--- config.mk ---
export PLATFORM = sky130hd
export DESIGN_NAME = my_best_qh
export DESIGN_NICKNAME = d
export VERILOG_FILES = /design/src/rtl/my_best_qh_pkg.sv /design/src/rtl/my_best_qh.sv
export SDC_FILE = /design/constraint.sdc
export NUM_CORES = 1
export LEC_CHECK = 0
export CAP_MARGIN = 0
export CORE_MARGIN = 1.5
export CORE_UTILIZATION = 32
export CTS_CLUSTER_SIZE = 14
export DETAILED_ROUTE_END_ITERATION = 7
export PLACE_DENSITY = 0.63
export SYNTH_ARGS = -nofsm -noshare
export SYNTH_HDL_FRONTEND = slang
export SYNTH_SLANG_ARGS = --single-unit
--- constraint.sdc ---
create_clock -name clock -period 3.3 [get_ports clock]
set_clock_uncertainty 0.2 [all_clocks]
set_input_delay 0.66 -clock clock [delete_from_list [all_inputs] [get_ports clock]]
set_output_delay 0.66 -clock clock [all_outputs]
set_load 0.01 [all_outputs]
--- src/rtl/my_best_qh_pkg.sv ---
// Shared constants, node-memory layout and FSM encoding for the
// neighbour-table scanners (my_best_qh, bestNeighbors).
package my_best_qh_pkg;

  localparam int WORD_WIDTH = 16;
  localparam int MEM_DEPTH  = 2048;
  localparam int MEM_WIDTH  = 8;
  localparam int ADDR_WIDTH = $clog2(MEM_DEPTH);

  localparam logic [ADDR_WIDTH-1:0] COUNT_ADDR_DEF = 11'h000;
  localparam logic [ADDR_WIDTH-1:0] TABLE_BASE_DEF = 11'h002;

  localparam logic [ADDR_WIDTH-1:0] ENTRY_STRIDE = 11'd6;
  localparam logic [ADDR_WIDTH-1:0] OFS_ID       = 11'd0;
  localparam logic [ADDR_WIDTH-1:0] OFS_HOPS     = 11'd2;
  localparam logic [ADDR_WIDTH-1:0] OFS_Q        = 11'd4;

  typedef enum logic [2:0] {
    S_IDLE,
    S_CNTW,
    S_HOP,
    S_Q,
    S_DONE
  } state_e;

  function automatic logic [ADDR_WIDTH-1:0] entry_addr(
    input logic [ADDR_WIDTH-1:0] base,
    input logic [ADDR_WIDTH-1:0] idx,
    input logic [ADDR_WIDTH-1:0] ofs
  );
    return base + ENTRY_STRIDE * idx + ofs;
  endfunction

endpackage

--- src/rtl/my_best_qh.sv ---
// Scans the neighbour table and reports the best (max) Q-value and
// the lowest hop count seen across all listed neighbours.
module my_best_qh
  import my_best_qh_pkg::*;
#(
  parameter logic [10:0] COUNT_ADDR    = COUNT_ADDR_DEF,
  parameter logic [10:0] TABLE_BASE    = TABLE_BASE_DEF,
  parameter int          MAX_NEIGHBORS = 16
) (
  input  logic        clock,
  input  logic        nrst,
  input  logic        en,
  input  logic        start,
  input  logic [15:0] data_in,
  output logic [10:0] address,
  output logic        done,
  output logic [15:0] mybestQ,
  output logic [15:0] mybestH
);

  localparam int IW = (MAX_NEIGHBORS > 1) ? $clog2(MAX_NEIGHBORS) : 1;
  localparam int CW = $clog2(MAX_NEIGHBORS + 1);
  localparam logic [15:0] CNT_MAX = 16'(MAX_NEIGHBORS);

  state_e          state_q, state_d;
  logic [10:0]     addr_q, addr_d;
  logic [IW-1:0]   index_q, index_d;
  logic [CW-1:0]   count_q, count_d;
  logic [15:0]     hops_q, hops_d;
  logic [15:0]     bestq_q, bestq_d;
  logic [15:0]     besth_q, besth_d;
  logic            done_q, done_d;

  logic [CW-1:0]   cnt_clamp;
  logic [CW-1:0]   idx_nxt;
  logic            last;

  // Clamp before latching so the table address can never run away.
  assign cnt_clamp = (data_in > CNT_MAX) ? CW'(MAX_NEIGHBORS)
                                         : data_in[CW-1:0];
  assign idx_nxt   = CW'(index_q) + CW'(1);
  assign last      = (idx_nxt == count_q);

  always_ff @(posedge clock or negedge nrst) begin
    if (!nrst) state_q <= S_IDLE;
    else       state_q <= state_d;
  end

  always_comb begin
    state_d = state_q;
    if (en) begin
      unique case (state_q)
        S_IDLE: if (start) state_d = S_CNTW;
        S_CNTW: state_d = (cnt_clamp == '0) ? S_DONE : S_HOP;
        S_HOP:  state_d = S_Q;
        S_Q:    state_d = last ? S_DONE : S_HOP;
        S_DONE: state_d = S_IDLE;
        default: state_d = S_IDLE;
      endcase
    end
  end

  always_comb begin
    addr_d  = addr_q;
    index_d = index_q;
    count_d = count_q;
    hops_d  = hops_q;
    bestq_d = bestq_q;
    besth_d = besth_q;
    done_d  = done_q;
    if (en) begin
      done_d = (state_d == S_DONE);
      unique case (state_q)
        S_IDLE: begin
          if (start) begin
            addr_d  = COUNT_ADDR;
            index_d = '0;
            bestq_d = 16'h0000;
            besth_d = 16'hFFFF;
          end
        end
        S_CNTW: begin
          count_d = cnt_clamp;
          if (cnt_clamp != '0)
            addr_d = entry_addr(TABLE_BASE, 11'd0, OFS_HOPS);
        end
        S_HOP: begin
          hops_d = data_in;
          addr_d = addr_q + (OFS_Q - OFS_HOPS);
        end
        S_Q: begin
          if (data_in > bestq_q) bestq_d = data_in;
          if (hops_q < besth_q)  besth_d = hops_q;
          if (!last) begin
            index_d = IW'(idx_nxt);
            addr_d  = entry_addr(TABLE_BASE, 11'(idx_nxt), OFS_HOPS);
          end
        end
        default: ;
      endcase
    end
  end

  always_ff @(posedge clock or negedge nrst) begin
    if (!nrst) begin
      addr_q  <= '0;
      index_q <= '0;
      count_q <= '0;
      hops_q  <= '0;
      bestq_q <= 16'h0000;
      besth_q <= 16'hFFFF;
      done_q  <= 1'b0;
    end else begin
      addr_q  <= addr_d;
      index_q <= index_d;
      count_q <= count_d;
      hops_q  <= hops_d;
      bestq_q <= bestq_d;
      besth_q <= besth_d;
      done_q  <= done_d;
    end
  end

  assign address = addr_q;
  assign done    = done_q;
  assign mybestQ = bestq_q;
  assign mybestH = besth_q;

endmodule

==> results of run 1 <==
## area by class of cell
| type | instances | share of cell area, % |
|---|---|---|
| clock buffer | 11 | 4.13 |
| clock inverter | 5 | 1.49 |
| inverter | 42 | 2.80 |
| multi-input combinational | 330 | 39.7 |
| sequential | 71 | 31.9 |
| tap | 176 | 3.91 |
| timing repair buffer | 96 | 16.1 |
## registers in the layout, summed over array words and instances, names as in the netlist
| register | flops |
|---|---|
| index_q | 4 |
| address | 10 |
| mybestQ | 16 |
| count_q | 5 |
| state_q | 3 |
| done | 1 |
| hops_q | 16 |
| mybestH | 16 |
## timing repair
action,4_1_cts,5_1_grt
resized for setup,0,1
setup endpoints to repair,0,17
setup buffers,0,1
## synth_stat cells, types with 8 or more instances
master	number	area, µm²
a21oi_1	22	110
nor2_1	24	90.1
a21o_1	11	82.6
dfstp_2	16	420
nand4_1	8	50.1
o22a_1	17	149
a22o_1	20	175
inv_1	41	154
o21ai_1	11	55.1
nand3_1	9	45.0
nand2_1	77	289
ha_1	39	488
o21ai_0	14	70.1
dfrtp_1	55	1380
## routing by layer
layer | global-route usage [%] | routed length, µm | vias up
met5 | 0 | 0 | -
met3 | 3.04 | 487 | 22
met4 | 7.15 | 290 | 0
met1 | 21.3 | 5050 | 1838
met2 | 25.4 | 5070 | 105
li1 | - | - | 1820
## power groups by stage
stage          Sequential, W  Clock [W]  Combinational (W)
2_1_floorplan        0.00148          0            0.00118
3_3_place_gp         0.00149          0            0.00193
3_5_place_dp         0.00149          0            0.00199
4_1_cts              0.00148    0.00105            0.00201
5_1_grt              0.00153    0.00110            0.00222
6_report             0.00148    0.00104            0.00200
## worst paths after layout
kind / cells past startpoint / end / from
max in group asynchronous: 2 / mybestH[0]$_DFFE_PN1P_ / nrst
max: 11 / address[6]$_DFFE_PN0P_ / index_q[0]$_DFFE_PN0P_
min in group clock: 2 / hops_q[13]$_DFFE_PN0P_ / hops_q[13]$_DFFE_PN0P_
min: 1 / mybestQ[1]$_DFFE_PN0P_ / nrst
min reg2reg: 2 / hops_q[13]$_DFFE_PN0P_ / hops_q[13]$_DFFE_PN0P_
max reg2reg: 11 / address[6]$_DFFE_PN0P_ / index_q[0]$_DFFE_PN0P_
## worst max-delay path: stages (launching register included)
cell,delay (ps)
dfrtp_2,440
inv_1,90
ha_1,410
inv_1,70
ha_1,330
a21o_1,210
and2_1,230
o21bai_1,170
a221oi_1,310
xnor2_1,150
a22oi_1,240
o21ai_1,80
## per-stage QoR
stage / total power, W / cell area [µm²] / hold WS [ps] / cells / utilization [%]
after floorplan: 0.00266 / 4270 / 164 / 458 / -
after global placement: 0.00342 / 5300 / 298 / 714 / 40.3
after detailed placement: 0.00348 / 5300 / 301 / 714 / 40.3
after CTS: 0.00454 / 5620 / 207 / 730 / 42.8
after global routing: 0.00485 / 5640 / 234 / 731 / 42.9
final: 0.00452 / 5640 / 180 / 731 / 42.9
## cells by family after synthesis
group | after synthesis | share of synthesized area, %
other | 1 | 0.0877
buffers and inverters | 57 | 5.62
AO/OA/AOI/OAI | 124 | 20.9
XOR/XNOR | 11 | 2.58
multiplexers | 2 | 0.468
adder cells (fa/ha/maj) | 39 | 11.4
AND/OR/NAND/NOR | 153 | 16.9
flip-flops | 71 | 42.0
## cell usage in the layout (no fill, tap or decap), drive strengths merged, types with 6 or more instances in the layout
cell,Yosys,final
dfstp,16,16
clkdlybuf4s50,0,61
nand4,8,8
a21oi,23,23
ha,39,39
a21o,11,11
nor2,24,24
inv,42,42
nand3,9,9
o22a,17,17
dfrtp,55,55
nor4,6,6
nand2,77,77
o21ai,25,25
xor2,6,6
a22o,20,20
clkbuf,7,11
buf,8,35
==> summary.txt, run 1 <==
Critical path
  • R2r setup slk: between 200 and 250 ps
  • Critical Path AT: between 3000 and 4000 ps
  • Required @ worst endpoint: 3310 ps
  • Startpoint class of the critical path: flop
  • Critical path class: reg2reg
  • Critical Path Fanout Max: 8
  • Critical Path End Type: flop

Detailed routing
  • First-pass iteration count of the detailed router: 5
  • DRC: 0
  • Initial DRC Count: just over 200
  • Antenna Nets Post-Route: 0
  • Vias: 3,785
  • Final WL: between 10,000 and 15,000 µm
  • Vias per cell: 5.18
  • WL/cell: 14.9 µm

Layout
  • Antenna cell count: 0
  • Final net count: 609
  • Area grow syn2layout: 31.9%
  • Fillers: roughly 1,300
  • Sequential Area: 0.00180 mm²
  • Multi-input logic area: 0.00224 mm²
  • Layout cells sized above 1: 13.7%

Die
  • Die Y: about 120 µm
  • Core box area: roughly 0.013 mm²
  • # IOs: 64
  • Die area: 0.0141 mm²
  • Initial Util: approximately a third
  • Site Rows: 42
  • Horiz. Die Dim: 119 µm

Clock tree
  • Clk slew on worst S/H paths: about 60 ps
  • Worst skew pair latency: roughly 340 ps
  • Clock Sink Count: roughly 70
  • CTS tree: done
  • H-tree Lvls: 3
  • Max Buffers Root-to-Sink: 2
  • CTS buffer count: 9
  • Post-CTS Hold Fix Bufs: 0
  • Root Driver: clkbuf_16

Pwr
  • P_sw: approximately 0.0016 W
  • Internal: 0.00289 W
  • Clk pwr share: 23.0%
  • Combinational group share of total power: 44.3%
  • Sw Ratio: 36.0%
  • Pwr dens: roughly 800 mW/mm²
  • Maximum VDD drop: 0.000269 V
  • Leakage power: 2.69 nW
  • Seq pwr share: 32.7%

Timing
  • Post-route minimum period: 3060 ps
  • Max-slew violations: 0
  • Final setup vio count: 0
  • Fin Setup TNS: 0 ps
  • Worst Max-Slew Pin Slew: 726 ps
  • Final Hold Viols: 0
  • Final period utilization: slightly above 90%
  • Final WS setup: 242 ps
  • Fmax: 0.327 GHz
  • Slew headroom: 51.6%
  • RSZ-0062 raised after global routing: no

Flow run
  • Max-cap viol count: 0

GRT
  • Antenna violations before repair: 0
  • GRT Overall Usage: 16.0%
  • Number of global-route vias before repair: 3,644
  • Grt ovf: 0
  • Largest net degree at the start of global routing: 44
  • First-pass GRT wire length: 18,100 µm

Yosys
  • Synthesized cell area: 0.00427 mm²
  • Syn_nets: between 500 and 600
  • Avg Inst Size Synth: approximately 9.3 µm²
  • Synth async-reset ratio: 100%
  • Register area share after synthesis: a little over two fifths
  • EDFF count, synth: 0
  • #FFs+latches synth: 71
  • Top FF cell, synth: dfrtp_1
  • Yosys warns: 0
  • Cells after synthesis: about 460
  • Netlist cell types: 59

Place
  • GPL Wtd Cong: 0.841
  • DPL Wire Length: just over 8000 µm
  • I/O Buffers: 62
  • Place WS: -234 ps

Status
  • Status: finished, final reports clean

Hold path
  • HP Class: in2async
Power figures use the tool's default switching activity.
==> inputs of run 2 (changes only) <==
CAP_MARGIN = default   (was 0)
==> results of run 2 <==
No change in the layout: final DEF, timing and power equal those of run 1.
==> inputs of run 3 (changes only) <==
CTS_CLUSTER_DIAMETER = 50   (was default)
MAX_ROUTING_LAYER = met4   (was default)
PLACE_DENSITY = default   (was 0.63)
PLACE_DENSITY_LB_ADDON = 0.25   (was default)
==> run 3 against run 2 <==
  * Clock power is essentially flat
  * Routed wire length grew 1.9%
  * Critical endpoint is now mybestQ[13]$_DFFE_PN0P_
  * Core utilization is essentially flat
  * Combinational power is essentially flat
==> summary.txt, run 3 (synthesis gave the netlist of run 1 again) <==
Status
  • Status: finished, final reports clean

Flow run
  • Max-cap viol count: 0 (unchanged)

Timing
  • Final period utilization: 93.5% (+0.85 points)
  • Final Hold Viols: 0 (unchanged)
  • RSZ-0062 raised after global routing: no
  • Worst Max-Slew Pin Slew: 827 ps (+101 ps)
  • Post-route minimum period: 3090 ps (+28.2 ps)
  • Slew headroom: 44.6% (-7.0 points)
  • Fmax: 0.324 GHz (-0.91%)
  • Final setup vio count: 0 (unchanged)
  • Max-slew violations: 0 (unchanged)

Place
  • I/O Buffers: 62 (unchanged)
  • DPL Wire Length: 8450 µm (+2.4%)
  • GPL Wtd Cong: 0.895 (+6.4%)
  • Dpl cells: 717 (+0.42%)
  • Area after DPL: 0.00531 mm² (+0.19%)

Pwr
  • Sw Ratio: 35.8% (-0.26 points)
  • Combinational group share of total power: 44.5% (+0.2 points)
  • P_sw: 0.00163 W (-0.19%)
  • Internal: 0.00292 W (+0.95%)
  • Seq pwr share: 32.4% (-0.3 points)
  • Leakage power: 2.70 nW (+0.48%)
  • Pwr dens: 807 mW/mm² (+0.61%)
  • Maximum VDD drop: 0.000266 V (-1.1%)
  • Clk pwr share: 23.1% (about the same)

GRT
  • First-pass GRT wire length: 18,000 µm (-0.88%)
  • Antenna violations before repair: 0 (unchanged)
  • Grt ovf: 0 (unchanged)
  • Global routing usage on met1: 21.9% (+0.57 points)
  • GR peak layer: met2
  • Number of global-route vias before repair: 3,572 (-2.0%)
  • GR Util met2: 25.3% (-0.073 points)
  • Largest net degree at the start of global routing: 33 (-25%)
  • Met3 usage: 2.22% (-0.82 points)
  • GRT Overall Usage: 16.4% (+0.40 points)

Critical path
  • Crit-path max cell delay: 730 ps (+290 ps)
  • Number of buffer and inverter stages on the critical path: 1 (-1)
  • Critical path class: in2reg
  • CP cell instances: clkdlybuf4s50_1, ha_1, nand4_1, nor4_1, a211oi_1, nor4b_4, a22o_1
  • Critical Path Fanout Max: 16 (+8)
  • CP top delay family: simple AND/OR/NAND/NOR gates
  • Critical Path AT: 3150 ps (+80 ps)
  • Critical Path End Type: flop
  • Startpoint class of the critical path: input port
  • Required @ worst endpoint: 3360 ps (+50 ps)
  • Slowest cell on the critical path: nor4b_4

Detailed routing
  • Final WL: 11,100 µm (+1.9%)
  • WL/cell: 15.2 µm (+1.6%)
  • DRC: 0 (unchanged)
  • Vias per cell: 5.05 (-2.4%)
  • Initial DRC Count: 196 (-4.9%)
  • First-pass iteration count of the detailed router: 5 (unchanged)
  • Vias: 3,703 (-2.2%)
  • Antenna Nets Post-Route: 0 (unchanged)

Die
  • Core box area: 0.0131 mm² (unchanged)
  • Die area: 0.0141 mm² (unchanged)
  • Horiz. Die Dim: 119 µm (unchanged)
  • Die Y: 119 µm (unchanged)
  • # IOs: 64 (unchanged)
  • Initial Util: 32.5% (unchanged)
  • Site Rows: 42 (unchanged)

Layout
  • Layout cells sized above 1: 14.0% (+0.31 points)
  • Area grow syn2layout: 31.8% (about the same)
  • Antenna cell count: 0 (unchanged)
  • Final net count: 611 (+0.33%)
  • Most common cell after layout, fill and taps aside: nand2_1
  • Commonest non-fill, non-tap cells in the layout: nand2_1 (77), clkdlybuf4s50_1 (61), dfrtp_1 (55)
  • Post-route insts no fill: 733 (+0.27%)
  • Design area: 0.00563 mm² (about the same)

Clock tree
  • Clk slew on worst S/H paths: 60 ps (about the same)
  • Post-CTS sizing: 0 (unchanged)
  • Clock Sink Count: 71 (unchanged)
  • Worst skew pair latency: 330 ps (about the same)
  • CTS tree: done
  • Root Driver: clkbuf_16
  • CTS buffer count: 9 (unchanged)
  • H-tree Lvls: 3 (unchanged)
  • Postcts setup bufs: 0 (unchanged)
  • Post-CTS Hold Fix Bufs: 0 (unchanged)
  • Max Buffers Root-to-Sink: 2 (unchanged)

Hold path
  • HP Class: in2async
[run 3: worst reg2reg max path, cell delays in order, from the launching register on]
cell and delay [ps]:
dfrtp_1 490, ha_1 300, nand2b_1 150, nand2_1 90
ha_1 320, a21o_1 200, and2_1 220, o21bai_1 170
a221oi_1 290, xnor2_1 130, a22oi_1 200, o21ai_1 70
[run 3: per-stage QoR]
step	worst slack (ps)	total power (W)	TNS, ps	util, %	hold slack [ps]
final	214	0.00455	0	42.9	134
after global routing	31.9	0.00487	0	42.9	178
after CTS	185	0.00458	0	42.9	158
after detailed placement	-149	0.00351	-2160	40.4	307
after global placement	-40.8	0.00346	-640	40.4	294
after floorplan	518	0.00266	0	-	164
[run 3: path summary, 6_finish.rpt]
path                       depth (start not counted)                   start  slack [ps]                      end
min in group clock                                 1  address[9]$_DFFE_PN0P_         320   address[9]$_DFFE_PN0P_
max                                                7             data_in[15]         210  mybestQ[13]$_DFFE_PN0P_
min                                                1                    nrst         130   address[5]$_DFFE_PN0P_
max in group asynchronous                          2                    nrst        2040  mybestH[13]$_DFFE_PN1P_
max reg2reg                                       11  index_q[0]$_DFFE_PN0P_         340   address[6]$_DFFE_PN0P_
min reg2reg                                        1  address[9]$_DFFE_PN0P_         320   address[9]$_DFFE_PN0P_
[run 3: per-layer routing]
layer	share of wire, %	wire [µm]
met1	48	5360
met2	47	5180
met3	3.5	390
met4	1.7	186
met5	0	0
[run 3: final cells by class]
class,count,area [µm²]
clock buffers,11,243
inverters,42,158
flip-flops and latches,71,1800
well taps,176,220
multi-input cells,330,2240
fillers,1277,7500
clock inverters,5,81.3
repair buffers,98,898
[run 3: power groups by stage]
stage / clock network (W) / logic [W] / registers (W)
final: 0.00105 / 0.00202 / 0.00147
after global routing: 0.00111 / 0.00225 / 0.00151
after CTS: 0.00107 / 0.00204 / 0.00147
after detailed placement: 0 / 0.00202 / 0.00148
after global placement: 0 / 0.00199 / 0.00148
after floorplan: 0 / 0.00118 / 0.00148
